$ cat src/rtl/mem_port_arbiter.sv
//------------------------------------------------------------------------------
// Module      : mem_port_arbiter
// Description : Round-robin arbiter sharing one refill memory port between the
//               fetch miss path and the data-cache miss/write path, with a
//               response watchdog.
// Revision    : 1.0 - initial release
//------------------------------------------------------------------------------
`default_nettype none

module mem_port_arbiter #(
   parameter int ADDR_WIDTH     = 40,
   parameter int LINE_WIDTH     = 128,
   parameter int TIMEOUT_CYCLES = 1024
) (
   input  logic                  clk_i,
   input  logic                  rstn_i,
   input  logic                  ic_req_valid_i,
   input  logic [ADDR_WIDTH-1:0] ic_req_addr_i,
   output logic                  ic_req_ready_o,
   output logic                  ic_resp_valid_o,
   output logic [LINE_WIDTH-1:0] ic_resp_data_o,
   input  logic                  dc_req_valid_i,
   input  logic                  dc_req_we_i,
   input  logic [ADDR_WIDTH-1:0] dc_req_addr_i,
   input  logic [LINE_WIDTH-1:0] dc_req_wdata_i,
   output logic                  dc_req_ready_o,
   output logic                  dc_resp_valid_o,
   output logic [LINE_WIDTH-1:0] dc_resp_data_o,
   output logic                  resp_error_o,
   output logic                  mem_req_valid_o,
   output logic                  mem_req_we_o,
   output logic [ADDR_WIDTH-1:0] mem_req_addr_o,
   output logic [LINE_WIDTH-1:0] mem_req_wdata_o,
   input  logic                  mem_req_ready_i,
   input  logic                  mem_resp_valid_i,
   input  logic [LINE_WIDTH-1:0] mem_resp_data_i,
   output logic                  busy_o
);

   localparam int CNT_W = (TIMEOUT_CYCLES > 2) ? $clog2(TIMEOUT_CYCLES) : 1;

   localparam logic [1:0] c_idle  = 2'd0;
   localparam logic [1:0] c_issue = 2'd1;
   localparam logic [1:0] c_wait  = 2'd2;
   localparam logic [1:0] c_resp  = 2'd3;

   localparam logic c_own_ic = 1'b0;
   localparam logic c_own_dc = 1'b1;

   localparam logic [CNT_W-1:0] c_cnt_last = CNT_W'(TIMEOUT_CYCLES - 1);

   logic [1:0]            r_state;
   logic                  r_owner;
   logic                  r_last_grant;
   logic                  r_we;
   logic [ADDR_WIDTH-1:0] r_addr;
   logic [LINE_WIDTH-1:0] r_wdata;
   logic [LINE_WIDTH-1:0] r_data;
   logic                  r_error;
   logic [CNT_W-1:0]      r_cnt;

   logic w_idle;
   logic w_grant_ic;
   logic w_grant_dc;

   // On a tie, the side that did not win last time gets the port.
   assign w_idle     = (r_state == c_idle);
   assign w_grant_ic = ic_req_valid_i & (~dc_req_valid_i | (r_last_grant == c_own_dc));
   assign w_grant_dc = dc_req_valid_i & (~ic_req_valid_i | (r_last_grant == c_own_ic));

   assign ic_req_ready_o  = w_idle & w_grant_ic;
   assign dc_req_ready_o  = w_idle & w_grant_dc;

   assign mem_req_valid_o = (r_state == c_issue);
   assign mem_req_we_o    = r_we;
   assign mem_req_addr_o  = r_addr;
   assign mem_req_wdata_o = r_wdata;

   assign ic_resp_valid_o = (r_state == c_resp) & (r_owner == c_own_ic);
   assign dc_resp_valid_o = (r_state == c_resp) & (r_owner == c_own_dc);
   assign ic_resp_data_o  = r_data;
   assign dc_resp_data_o  = r_data;
   assign resp_error_o    = (r_state == c_resp) & r_error;

   assign busy_o = ~w_idle;

   always_ff @(posedge clk_i or negedge rstn_i) begin
      if (!rstn_i) begin
         r_state      <= c_idle;
         r_owner      <= c_own_ic;
         r_last_grant <= c_own_dc;
         r_we         <= 1'b0;
         r_addr       <= '0;
         r_wdata      <= '0;
         r_data       <= '0;
         r_error      <= 1'b0;
         r_cnt        <= '0;
      end else begin
         case (r_state)
            c_idle: begin
               if (ic_req_ready_o) begin
                  r_owner      <= c_own_ic;
                  r_last_grant <= c_own_ic;
                  r_we         <= 1'b0;
                  r_addr       <= ic_req_addr_i;
                  r_wdata      <= '0;
                  r_state      <= c_issue;
               end else if (dc_req_ready_o) begin
                  r_owner      <= c_own_dc;
                  r_last_grant <= c_own_dc;
                  r_we         <= dc_req_we_i;
                  r_addr       <= dc_req_addr_i;
                  r_wdata      <= dc_req_wdata_i;
                  r_state      <= c_issue;
               end
            end
            c_issue: begin
               if (mem_req_ready_i) begin
                  r_cnt   <= '0;
                  r_state <= c_wait;
               end
            end
            c_wait: begin
               // A response arriving on the final watchdog cycle still wins.
               if (mem_resp_valid_i) begin
                  r_data  <= r_we ? '0 : mem_resp_data_i;
                  r_error <= 1'b0;
                  r_state <= c_resp;
               end else if (r_cnt == c_cnt_last) begin
                  r_data  <= '0;
                  r_error <= 1'b1;
                  r_state <= c_resp;
               end else begin
                  r_cnt <= r_cnt + CNT_W'(1);
               end
            end
            c_resp: begin
               r_state <= c_idle;
            end
            default: begin
               r_state <= c_idle;
            end
         endcase
      end
   end

endmodule

`default_nettype wire

$ cat config.mk
export PLATFORM = sky130hd
export DESIGN_NAME = mem_port_arbiter
export DESIGN_NICKNAME = d
export VERILOG_FILES = /design/src/rtl/mem_port_arbiter.sv
export SDC_FILE = /design/constraint.sdc
export NUM_CORES = 1
export LEC_CHECK = 0
export BUFFER_PORTS_ARGS = -buffer_cell sky130_fd_sc_hd__buf_4
export CAP_MARGIN = 20
export CORE_AREA = 2 2 298 300
export DETAILED_ROUTE_END_ITERATION = 12
export DIE_AREA = 0 0 300 302
export GPL_TIMING_DRIVEN = 0
export HOLD_SLACK_MARGIN = 0.03
export PLACE_DENSITY = 0.35
export SYNTH_ARGS = -nofsm -noshare
export SYNTH_HDL_FRONTEND = slang
export SYNTH_SLANG_ARGS = --single-unit
export TNS_END_PERCENT = 20
$ cat constraint.sdc
create_clock -name clk_i -period 2 [get_ports clk_i]
set_input_delay 0.2 -clock clk_i [delete_from_list [all_inputs] [get_ports clk_i]]
set_output_delay 0.2 -clock clk_i [all_outputs]
set_load 0.02 [all_outputs]
# [After elaboration in Yosys (flattened, before gate mapping)]
# Cells that the tools add are included.
[classes] eq_ne=9 n_addsub=1 reduce_logical=8 n_bitwise=14 muxes=23
[op_table] operator="128-bit two-way mux" n=5
[op_table] operator="40-bit two-way mux" n=2
[op_table] operator="10-bit two-way mux" n=3
[op_table] operator="10-bit one-hot mux with 2 select lines" n=1
[op_table] operator="10-bit by 1-bit adder with 10-bit output, second input constant" n=1
[op_table] operator="10-bit == test, second input constant" n=1
[op_table] operator="2-bit two-way mux" n=5
[op_table] operator="2-bit one-hot mux with 4 select lines" n=1
[op_table] operator="1-bit AND" n=7
[op_table] operator="1-bit two-way mux" n=6
[op_table] operator="3-bit inequality test, second input constant" n=2
[op_table] operator="2-bit nonzero test" n=3
[op_table] operator="1-bit NOT" n=5
[op_table] operator="2-bit == test, second input constant" n=2
[op_table] operator="2-bit inequality test, second input constant" n=2
[op_table] operator="2-bit AND reduction" n=2
[op_table] operator="4-bit AND reduction" n=1
[op_table] operator="3-bit AND reduction" n=1
[op_table] operator="2-bit by 1-bit == test with 1-bit output, second input constant" n=1
[op_table] operator="2-bit logical NOT" n=1
[op_table] operator="2-bit by 1-bit inequality test with 1-bit output, second input constant" n=1
[op_table] operator="1-bit bitwise OR" n=2
[totals] input_bits=343 wordCells=64 regBits=312 output_inout_bits=432

# [Longest topological paths before layout]
# Gate-level depths: netlist (run 1).
[depth] word_depth=7 mapped_depth=10 depth_no_buf=7

# [Worst setup path before layout (run 1)]
# No wires, ideal clock.
[synth_timing] kind="reg-to-reg" start="register r_state[0]" end="register r_wdata[120], in the netlist mem_req_wdata_o[120]" setup_time_ns=0.148 stages_incl_launch_ff=8 t_required_ns=1.852 t_arrival_ns=1.682 setup_slack_ns=0.170 path_buffers=2 synth_period_minus_slack_ns=1.830 path_cell_list="dfrtp_1 -> inv_1 -> ha_1 -> nand2_1 -> a21oi_1 -> buf_2 -> buf_1 -> a21oi_1"
[synth_between] elab_chain_cells=4 word_cells_on_any_way=6 cone_classes="1 x mux; 2 x bitwise; 3 x reduce/logical"
[synth_lines] item="from (decl)" line_no="52" source="logic [1:0] r_state;"
[synth_lines] item="from (signal assigned)" line_no="89" source="r_state <= c_idle;"
[synth_lines] item="from (signal assigned)" line_no="107" source="r_state <= c_issue;"
[synth_lines] item="from (signal assigned)" line_no="114" source="r_state <= c_issue;"
[synth_lines] item="2-bit logical NOT *" line_no="67" source="assign w_idle = (r_state == c_idle);"
[synth_lines] item="1-bit AND *" line_no="71" source="assign ic_req_ready_o = w_idle & w_grant_ic;"
[synth_lines] item="via ic_req_ready_o" line_no="19" source="output logic ic_req_ready_o,"
[synth_lines] item="2-bit nonzero test (no source line)"
[synth_lines] item="2-bit AND reduction (no source line)"
[synth_lines] item="to (signal assigned)" line_no="113" source="r_wdata <= dc_req_wdata_i;"
[synth_lines] item="to (decl)" line_no="57" source="logic [LINE_WIDTH-1:0] r_wdata;"
# The timed path passes the listed nets; every way through them passes the cells marked *.
# A chain may end at the register's enable or synchronous reset.

# [Final worst setup path (run 1)]
[layout_timing] start="register r_state[0]" end="output port dc_req_ready_o"
[layout_between] elab_chain_cells=2
[layout_lines] item="2-bit logical NOT" line_no="67"
[layout_lines] item="1-bit AND" line_no="72" source="assign dc_req_ready_o = w_idle & w_grant_dc;"
[layout_lines] item="to (decl)" line_no="26" source="output logic dc_req_ready_o,"
# Every way passes these cells.

==> impl_metrics.py, run 1 <==
metrics = {
    "finish": {
        "layout_commonest_cell": "buf_4",
        "stdcell_count": 3382,
        "drive_gt1_share_pct": 49.0,
        "nets": 2531,
        "area_delta_synth_final_pct": 99.1,
        "layout_common_cells": "buf_4 (918), dlygate4sd3_1 (341), dfrtp_1 (311), a22o_1 (243), nand2_1 (79)",
        "fillers": 9199,
    },
    "timing": {
        "timing.fmax_ghz": 0.505,
        "final_hold_viol_count": 0,
        "worst_pin_slew_ns": 0.658,
        "rsz0062_at_grt": "true",
        "period_minus_slack_ns": 1.98,
        "report.final.slew_viol_count": 0,
        "setup_violations": 0,
        "tns_ns": 0,
        "fin_crit_sh_pct": 98.9,
        "finClkSkew_ns": 0.0190,
        "max_slew_margin_pct": 56.1,
    },
    "placed_design": {
        "gp_congestion": 0.827,
        "port_buffers": 774,
        "hpwl_mm": 44.9,
        "dp_cells": 2949,
    },
    "clock_tree": {
        "cts.sinks": 312,
        "clk_pin_slew_ns": 0.06,
        "clockBufferDepth": 3,
        "clock-root-buffer": "clkbuf_16",
        "worstSkewPairLatency_ns": 0.56,
        "cts_tree": "yes",
        "cts_inserted_buffers": 42,
        "htreeDepth": 2,
    },
    "drt": {
        "first_pass_iters": 6,
        "viasPerCell": 3.73,
        "ant_nets": 0,
        "routed_wl_mm": 59.1,
        "vias": 12600,
        "wire_per_inst_um": 17.5,
        "drt_iter0_drc": 543,
        "post-route-drc-count": 0,
    },
    "floorplan": {
        "die_height_um": 302,
        "initial_core_util_pct": 14.5,
        "io_pins": 775,
        "row_count": 109,
        "die_w_um": 300,
        "die_area_sq_um": 90600,
        "core_area_sq_um": 87600,
    },
    "global_route": {
        "grt_use_total_pct": 12.4,
        "antenna_found_initial": 3,
        "grt_pass1_vias": 13700,
        "grt_max_degree": 109,
        "overflow": 0,
        "grt_pass1_wl_mm": 86.3,
    },
    "setup_path": {
        "path_max_fanout": 4,
        "required_ns": 1.80,
        "crit_chain": "inv_2, ha_4, nand2_2, a21o_4, inv_8, buf_12, buf_8",
        "crit_path_end_kind": "output pin",
        "cp_data_arrival_time_ns": 1.78,
        "max_stage_delay_ns": 0.38,
        "cp-start-kind": "flip-flop",
        "cp_slowest_cell": "dfrtp_1",
        "path_class": "reg -> out",
        "reg2reg_slack_ns": 0.09,
    },
    "power_and_ir_drop": {
        "power_density_nw_per_um2": 1580,
        "ir_drop_uv": 833,
        "p_leak_uw": 0.0127,
    },
    "yosys": {
        "syn_avg_cell_area_sq_um": 12.6,
        "synth_fp_nets": 1355,
        "yosysTopAreaCell": "dfrtp_1",
        "synth_area_leaders": "dfrtp_1 (61%), a22o_1 (17%), buf_4 (7.7%)",
        "yosysSeqAreaShare_pct": 61.3,
        "syn_area_sq_um": 12700,
        "synth_top_area_share_pct": 61.1,
        "syn_inst": 1007,
        "yosys.cell_types.count": 41,
        "yosys_warnings": 0,
        "synth-seq-cells": 312,
    },
    "run": {
        "cap_violations": 0,
    },
    "outcome": {
        "status": "complete, no violations",
    },
    "hold_path": {
        "hold_path_class": "in -> async",
    },
}
[logic make-up after synthesis]
| family | Yosys count | synth area share, % |
|---|---|---|
| buffers and inverters | 209 | 10.5 |
| AND/OR/NAND/NOR | 113 | 4.01 |
| multiplexers | 41 | 3.23 |
| adder cells (fa/ha/maj) | 5 | 0.491 |
| AO/OA/AOI/OAI | 327 | 20.5 |
| flip-flops | 312 | 61.3 |
[final timing paths]
| check | endpoint | depth (start not counted) | from |
|---|---|---|---|
| hold / removal | dc_resp_data_o[83] | 2 | rstn_i |
| max in group asynchronous | mem_req_wdata_o[92] | 4 | rstn_i |
| setup / recovery | dc_req_ready_o | 7 | r_state[0] |
| setup reg to reg | dc_resp_data_o[79] | 7 | r_cnt[0] |
| min in group clk_i | r_state[0] | 3 | mem_req_ready_i |
| hold reg to reg | mem_req_addr_o[26] | 2 | mem_req_addr_o[26] |
[sequential cells by signal (all words and copies together) (netlist names)]
| register | count |
|---|---|
| dc_resp_data_o | 128 |
| mem_req_addr_o | 40 |
| mem_req_wdata_o | 128 |
| mem_req_we_o | 1 |
| r_cnt | 10 |
| r_error | 1 |
| r_last_grant | 1 |
| r_owner | 1 |
| r_state | 2 |
[metrics by stage]
stage | hold slack [ns] | setup slack, ns | utilization, % | instance area, sq um | power, uW
finish | 0.125 | 0.0213 | 28.9 | 25300 | 39900
detailed placement | 0.105 | -0.915 | 22.9 | 20100 | 31300
floorplan | -0.0956 | 0.170 | - | 12700 | 21700
CTS | 0.0852 | -0.198 | 28.7 | 25200 | 40400
global route | 0.117 | -0.135 | 28.9 | 25300 | 42300
global placement | 0.423 | -2.47 | 22.8 | 20000 | 31300
[power by group]
part / switching (uW) / internal, uW / total, uW
logic: 10600 / 9840 / 20400
clock network: 2980 / 4880 / 7870
registers: 2440 / 9190 / 11600
total: 16000 / 23900 / 39900
[per-layer routing]
metal	vias up	track usage (%)	share of wire, %	wire, um
li1	5914	-	-	-
met1	6133	13.6	37	22000
met2	481	22.8	52	30900
met3	89	3.61	7.7	4530
met4	0	4.10	2.8	1670
met5	-	0	0	0
[worst max-delay path: cells and delay by family, from the launching register on]
kind,cells,cell delay (ns)
AO/OA/AOI/OAI,1,0.24
adder cells (fa/ha/maj),1,0.17
buffers and inverters,4,0.37
flip-flops,1,0.38
AND/OR/NAND/NOR,1,0.06
[cells in the mapped netlist]
master and instances:
dfrtp_1 311, a22o_1 243, buf_4 131, nand2_1 80, mux2i_1 40, o21ai_0 40, buf_2 34, clkbuf_1 27
a21oi_1 17, o21ai_1 11, nand3_1 8, a31oi_1 7, buf_1 7, inv_1 7, ha_1 5, nor2_1 4
and2_1 3, nand2b_1 3, nor2b_1 3, and4_1 2, buf_6 2, nor3_1 2, o211ai_1 2, a21o_1 1
a221oi_4 1, a41oi_1 1, and3_1 1, dfstp_2 1, inv_2 1, mux2_1 1, nand3_2 1, nand4_1 1
nand4_2 1, o21a_1 1, o311ai_0 1, o31a_1 1, o32a_1 1, or2_2 1, or3_4 1, or3b_2 1
or4b_2 1
[timing repair]
item,in CTS,in global routing
endpoints found under the setup margin,302,253
pin swaps,1,3
resized for setup,65,38
hold endpoints to repair,517,0
hold buffers,341,0
gates cloned,0,0
setup buffers,9,8
[cell type report]
class | count | area [sq um] | area share, %
well taps | 1165 | 1460 | 5.75
flip-flops and latches | 312 | 7810 | 30.8
plain buffers | 198 | 1410 | 5.56
inverters | 8 | 37.5 | 0.148
clock inverters | 15 | 189 | 0.745
repair buffers | 1135 | 9460 | 37.3
clock buffers | 60 | 1260 | 4.97
diodes | 3 | 7.51 | 0.0296
multi-input cells | 486 | 3720 | 14.7
Power figures use the tool's default switching activity.
==> run 2, diff against run 1 <==
clock period = 2.19 ns   (was 2 ns; I/O delays follow)
==> impl_metrics.py, run 2 (synthesis results as in run 1) <==
metrics = {
    "drt": {
        "vias": 12600,
        "viasPerCell": 3.73,
        "wire_per_inst_um": 17.5,
        "post-route-drc-count": 0,
        "drt_iter0_drc": 561,
        "routed_wl_mm": 59.1,
        "first_pass_iters": 6,
        "ant_nets": 0,
    },
    "floorplan": {
        "row_count": 109,
        "initial_core_util_pct": 14.5,
        "die_height_um": 302,
        "die_area_sq_um": 90600,
        "die_w_um": 300,
        "core_area_sq_um": 87600,
        "io_pins": 775,
    },
    "power_and_ir_drop": {
        "p_leak_uw": 0.0126,
        "switching_share_pct": 40.2,
        "power_density_nw_per_um2": 1440,
        "p_sw_uw": 14600,
        "power.internal_uw": 21700,
        "combPwrFrac_pct": 50.9,
        "power_frac_seq_pct": 29.3,
        "pwr-share-clk_pct": 19.8,
        "ir_drop_uv": 760,
    },
    "timing": {
        "worst_pin_slew_ns": 0.839,
        "rsz0062_at_grt": "true",
        "fin_crit_sh_pct": 95.8,
        "tns_ns": 0,
        "final_hold_viol_count": 0,
        "max_slew_margin_pct": 44.0,
        "setup_violations": 0,
        "finalHoldWorstSlack_ns": 0.142,
        "period_minus_slack_ns": 2.10,
        "timing.fmax_ghz": 0.477,
        "report.final.slew_viol_count": 0,
        "finClkSkew_ns": 0.0202,
    },
    "setup_path": {
        "cp_slowest_cell": "clkbuf_1",
        "path_class": "reg -> reg",
        "required_ns": 2.67,
        "cp_data_arrival_time_ns": 2.58,
        "crit_chain": "inv_2, ha_1, nand2_1, nor2_1, buf_2, clkbuf_1, a22o_1",
        "path_max_fanout": 10,
        "crit_path_end_kind": "flip-flop",
        "cp-start-kind": "flip-flop",
        "max_stage_delay_ns": 0.43,
        "reg2reg_depth": 7,
    },
    "clock_tree": {
        "clockBufferDepth": 3,
        "clock-root-buffer": "clkbuf_16",
        "clk_pin_slew_ns": 0.06,
        "htreeDepth": 2,
        "worstSkewPairLatency_ns": 0.56,
        "cts_tree": "yes",
        "cts.sinks": 312,
        "cts_inserted_buffers": 42,
    },
    "placed_design": {
        "port_buffers": 774,
        "hpwl_mm": 44.9,
        "gp_congestion": 0.827,
    },
    "global_route": {
        "grt_pass1_wl_mm": 86.2,
        "grt_use_total_pct": 12.4,
        "antenna_found_initial": 3,
        "grt_max_degree": 109,
        "grt_pass1_vias": 13600,
        "overflow": 0,
    },
    "outcome": {
        "status": "complete, no violations",
    },
    "hold_path": {
        "hold_path_class": "in -> async",
    },
    "finish": {
        "area_delta_synth_final_pct": 97.6,
        "drive_gt1_share_pct": 48.0,
        "nets": 2525,
        "layout_commonest_cell": "buf_4",
        "layout_common_cells": "buf_4 (911), dlygate4sd3_1 (341), dfrtp_1 (311), a22o_1 (243), nand2_1 (78)",
    },
    "run": {
        "cap_violations": 0,
    },
}
-- run 2: final timing paths --
| kind | startpoint | end | slack, ns |
|---|---|---|---|
| worst min register to register | mem_req_addr_o[14] | mem_req_addr_o[14] | 0.48 |
| worst max register to register | r_state[0] | dc_resp_data_o[18] | 0.09 |
| max in group asynchronous | rstn_i | mem_req_wdata_o[92] | 0.81 |
| worst min-delay path | rstn_i | dc_resp_data_o[83] | 0.14 |
| min in group clk_i | mem_req_ready_i | r_state[0] | 0.15 |
| worst max-delay path | r_state[0] | dc_resp_data_o[18] | 0.09 |
-- run 2: area by class of cell --
cell class | instances | area (sq um)
Multi-Input combinational cell | 486 | 3630
Fill cell | 9213 | 62400
Sequential cell | 312 | 7810
Buffer | 199 | 1360
Antenna cell | 3 | 7.51
Timing Repair Buffer | 1128 | 9400
Clock buffer | 60 | 1260
Inverter | 8 | 35.0
Tap cell | 1165 | 1460
Clock inverter | 15 | 189
-- run 2: timing repair --
action / CTS / global route
hold endpoints to repair: 516 / 0
setup endpoints to repair: 272 / 246
pin swaps: 1 / 2
setup buffers: 8 / 2
hold buffers: 341 / 0
gates resized for setup: 43 / 17
-- run 2: power groups by stage --
stage,clock (uW),sequential (uW),combinational (uW)
floorplan,0,13000,6800
global placement,0,10700,17900
detailed placement,0,10600,18000
CTS,7510,10600,18800
global route,7700,10900,19700
finish,7180,10600,18400
-- run 2: critical path: cells and delay by family, from the launching register on --
kind | cells | cell delay (ns)
compound gates | 1 | 0.23
fa+ha+maj | 1 | 0.30
buf+inv | 3 | 0.84
flops | 1 | 0.38
simple gates | 2 | 0.26
-- run 2: metrics by stage --
stage,setup slack (ns),instance area (sq um),total power [uW],std cells,utilization (%)
floorplan,0.355,12700,19800,1007,-
global placement,-2.30,20000,28600,2946,22.8
detailed placement,-0.744,20100,28600,2949,22.9
CTS,-0.0488,25100,36900,3372,28.7
global route,-0.0899,25200,38400,3375,28.7
finish,0.0924,25200,36200,3376,28.7
-- run 2: per-layer routing --
layer	vias up	share of wire (%)	track usage, %
li1	5903	-	-
met1	6125	37	13.6
met2	484	52	22.8
met3	89	7.7	3.61
met4	0	2.8	4.10
met5	-	0	0
==> run 3, diff against run 2 <==
GPL_TIMING_DRIVEN = unset   (was 0)
PLACE_DENSITY = unset   (was 0.35)
REMOVE_ABC_BUFFERS = 1   (was unset)
==> impl_metrics.py, run 3 (synthesis results as in run 1) <==
metrics = {
    "clock_tree": {
        "cts_inserted_buffers": 39,
        "clockBufferDepth": 3,
        "worstSkewPairLatency_ns": 0.55,
        "htreeDepth": 2,
        "clock-root-buffer": "clkbuf_16",
        "cts_tree": "yes",
        "cts.sinks": 312,
        "clk_pin_slew_ns": 0.06,
    },
    "timing": {
        "worst_pin_slew_ns": 0.647,
        "final_hold_viol_count": 0,
        "timing.fmax_ghz": 0.481,
        "finClkSkew_ns": 0.0172,
        "setup_violations": 0,
        "period_minus_slack_ns": 2.08,
        "fin_crit_sh_pct": 95.0,
        "report.final.slew_viol_count": 0,
        "max_slew_margin_pct": 56.9,
    },
    "power_and_ir_drop": {
        "power_density_nw_per_um2": 1430,
        "ir_drop_uv": 789,
        "p_leak_uw": 0.0120,
    },
    "drt": {
        "wire_per_inst_um": 18.4,
        "routed_wl_mm": 59.6,
        "ant_nets": 0,
        "viasPerCell": 3.82,
        "vias": 12400,
        "drt_iter0_drc": 654,
        "first_pass_iters": 5,
        "post-route-drc-count": 0,
    },
    "finish": {
        "area_delta_synth_final_pct": 91.9,
        "fillers": 8976,
        "multiInputGateArea_sq_um": 3650,
        "utilization_pct": 27.9,
        "layout_commonest_cell": "buf_4",
        "drive_gt1_share_pct": 45.3,
        "stdcell_count": 3238,
        "register_area_sq_um": 7810,
        "nets": 2388,
        "layout_common_cells": "buf_4 (832), dlygate4sd3_1 (340), dfrtp_1 (311), a22o_1 (243), nand2_1 (79)",
    },
    "floorplan": {
        "die_height_um": 302,
        "die_w_um": 300,
        "die_area_sq_um": 90600,
        "initial_core_util_pct": 14.5,
        "row_count": 109,
        "io_pins": 775,
        "core_area_sq_um": 87600,
    },
    "setup_path": {
        "path_max_fanout": 12,
        "crit_path_end_kind": "output pin",
        "path_class": "reg -> out",
        "required_ns": 1.97,
        "cp_data_arrival_time_ns": 1.86,
        "cp-start-kind": "flip-flop",
    },
    "global_route": {
        "overflow": 0,
        "grt_pass1_wl_mm": 84.4,
        "grt_use_total_pct": 12.4,
        "antenna_found_initial": 13,
        "grt_pass1_vias": 12800,
        "grt_max_degree": 76,
    },
    "hold_path": {
        "hold_path_class": "in -> reg",
    },
    "placed_design": {
        "hpwl_mm": 44.1,
        "port_buffers": 774,
        "gp_congestion": 0.817,
        "dp_cells": 2812,
    },
    "run": {
        "cap_violations": 0,
    },
    "outcome": {
        "status": "complete, no violations",
    },
}
-- run 3: cell types whose count changed in the layout (fill, tap and decap cells not counted), sizes merged, moves of 2 or more --
cell	delta
bufbuf	+2
clkbuf	-38
inv	+4
buf	-108
clkinv	-5
bufinv	+2
clkinvlp	+5
-- run 3: critical path, stage by stage (launching register included) --
cell	delay (ns)
dfrtp_1	0.41
inv_1	0.12
ha_4	0.15
nand2_1	0.08
a21o_4	0.27
inv_16	0.12
buf_6	0.13
-- run 3: path summary, 6_finish.rpt --
check	from	endpoint	slack, ns	cells after the start
max in group asynchronous	rstn_i	r_last_grant	1.19	3
min reg2reg	mem_req_addr_o[24]	mem_req_addr_o[24]	0.48	2
min	mem_resp_valid_i	r_error	0.08	3
max reg2reg	r_state[1]	mem_req_addr_o[32]	0.15	8
max	r_state[1]	dc_req_ready_o	0.11	6
min in group asynchronous	rstn_i	mem_req_wdata_o[44]	0.26	2
-- run 3: area by class of cell --
cell class,instances,area share [%]
Sequential cell,312,32.0
Clock inverter,20,1.16
Inverter,8,0.189
Clock buffer,50,4.49
Timing Repair inverter,1,0.0358
Timing Repair Buffer,1192,41.2
Antenna cell,4,0.0410
Multi-Input combinational cell,486,15.0
Tap cell,1165,5.97
-- run 3: power breakdown --
| group | switching [uW] | total [uW] | internal, uW |
|---|---|---|---|
| Combinational | 9150 | 17100 | 7940 |
| Clock | 2710 | 6980 | 4270 |
| Sequential | 2390 | 10800 | 8390 |
| Total | 14300 | 34800 | 20600 |
-- run 3: through the flow --
stage / hold WS (ns) / instance area, sq um / total power (uW) / setup TNS [ns] / setup WS [ns]
3_3_place_gp: 0.241 / 19500 / 27000 / 0 / 0.273
5_1_grt: 0.0661 / 24400 / 36700 / -0.00971 / -0.00966
6_report: 0.0826 / 24400 / 34800 / 0 / 0.110
2_1_floorplan: -0.0766 / 11400 / 18000 / -1200.97 / -4.95
4_1_cts: 0.0400 / 24300 / 35100 / 0 / 0.0163
3_5_place_dp: 0.248 / 19500 / 27200 / 0 / 0.206
-- run 3: layer usage --
layer,GRT usage (%),up-vias,share of wire (%)
met1,14.8,6079,40
met3,3.09,103,7.0
li1,-,5637,-
met5,0,-,0.092
met2,21.5,554,50
met4,4.24,8,3.0
-- run 3: repair_timing --
action / in CTS / in global routing
buffers inserted: 2 / 7
hold buffers: 340 / 0
pin swaps: 0 / 0
gates resized for setup: 9 / 2
setup endpoints to repair: 2 / 5
gates cloned: 3 / 1
endpoints found under the hold margin: 340 / 0
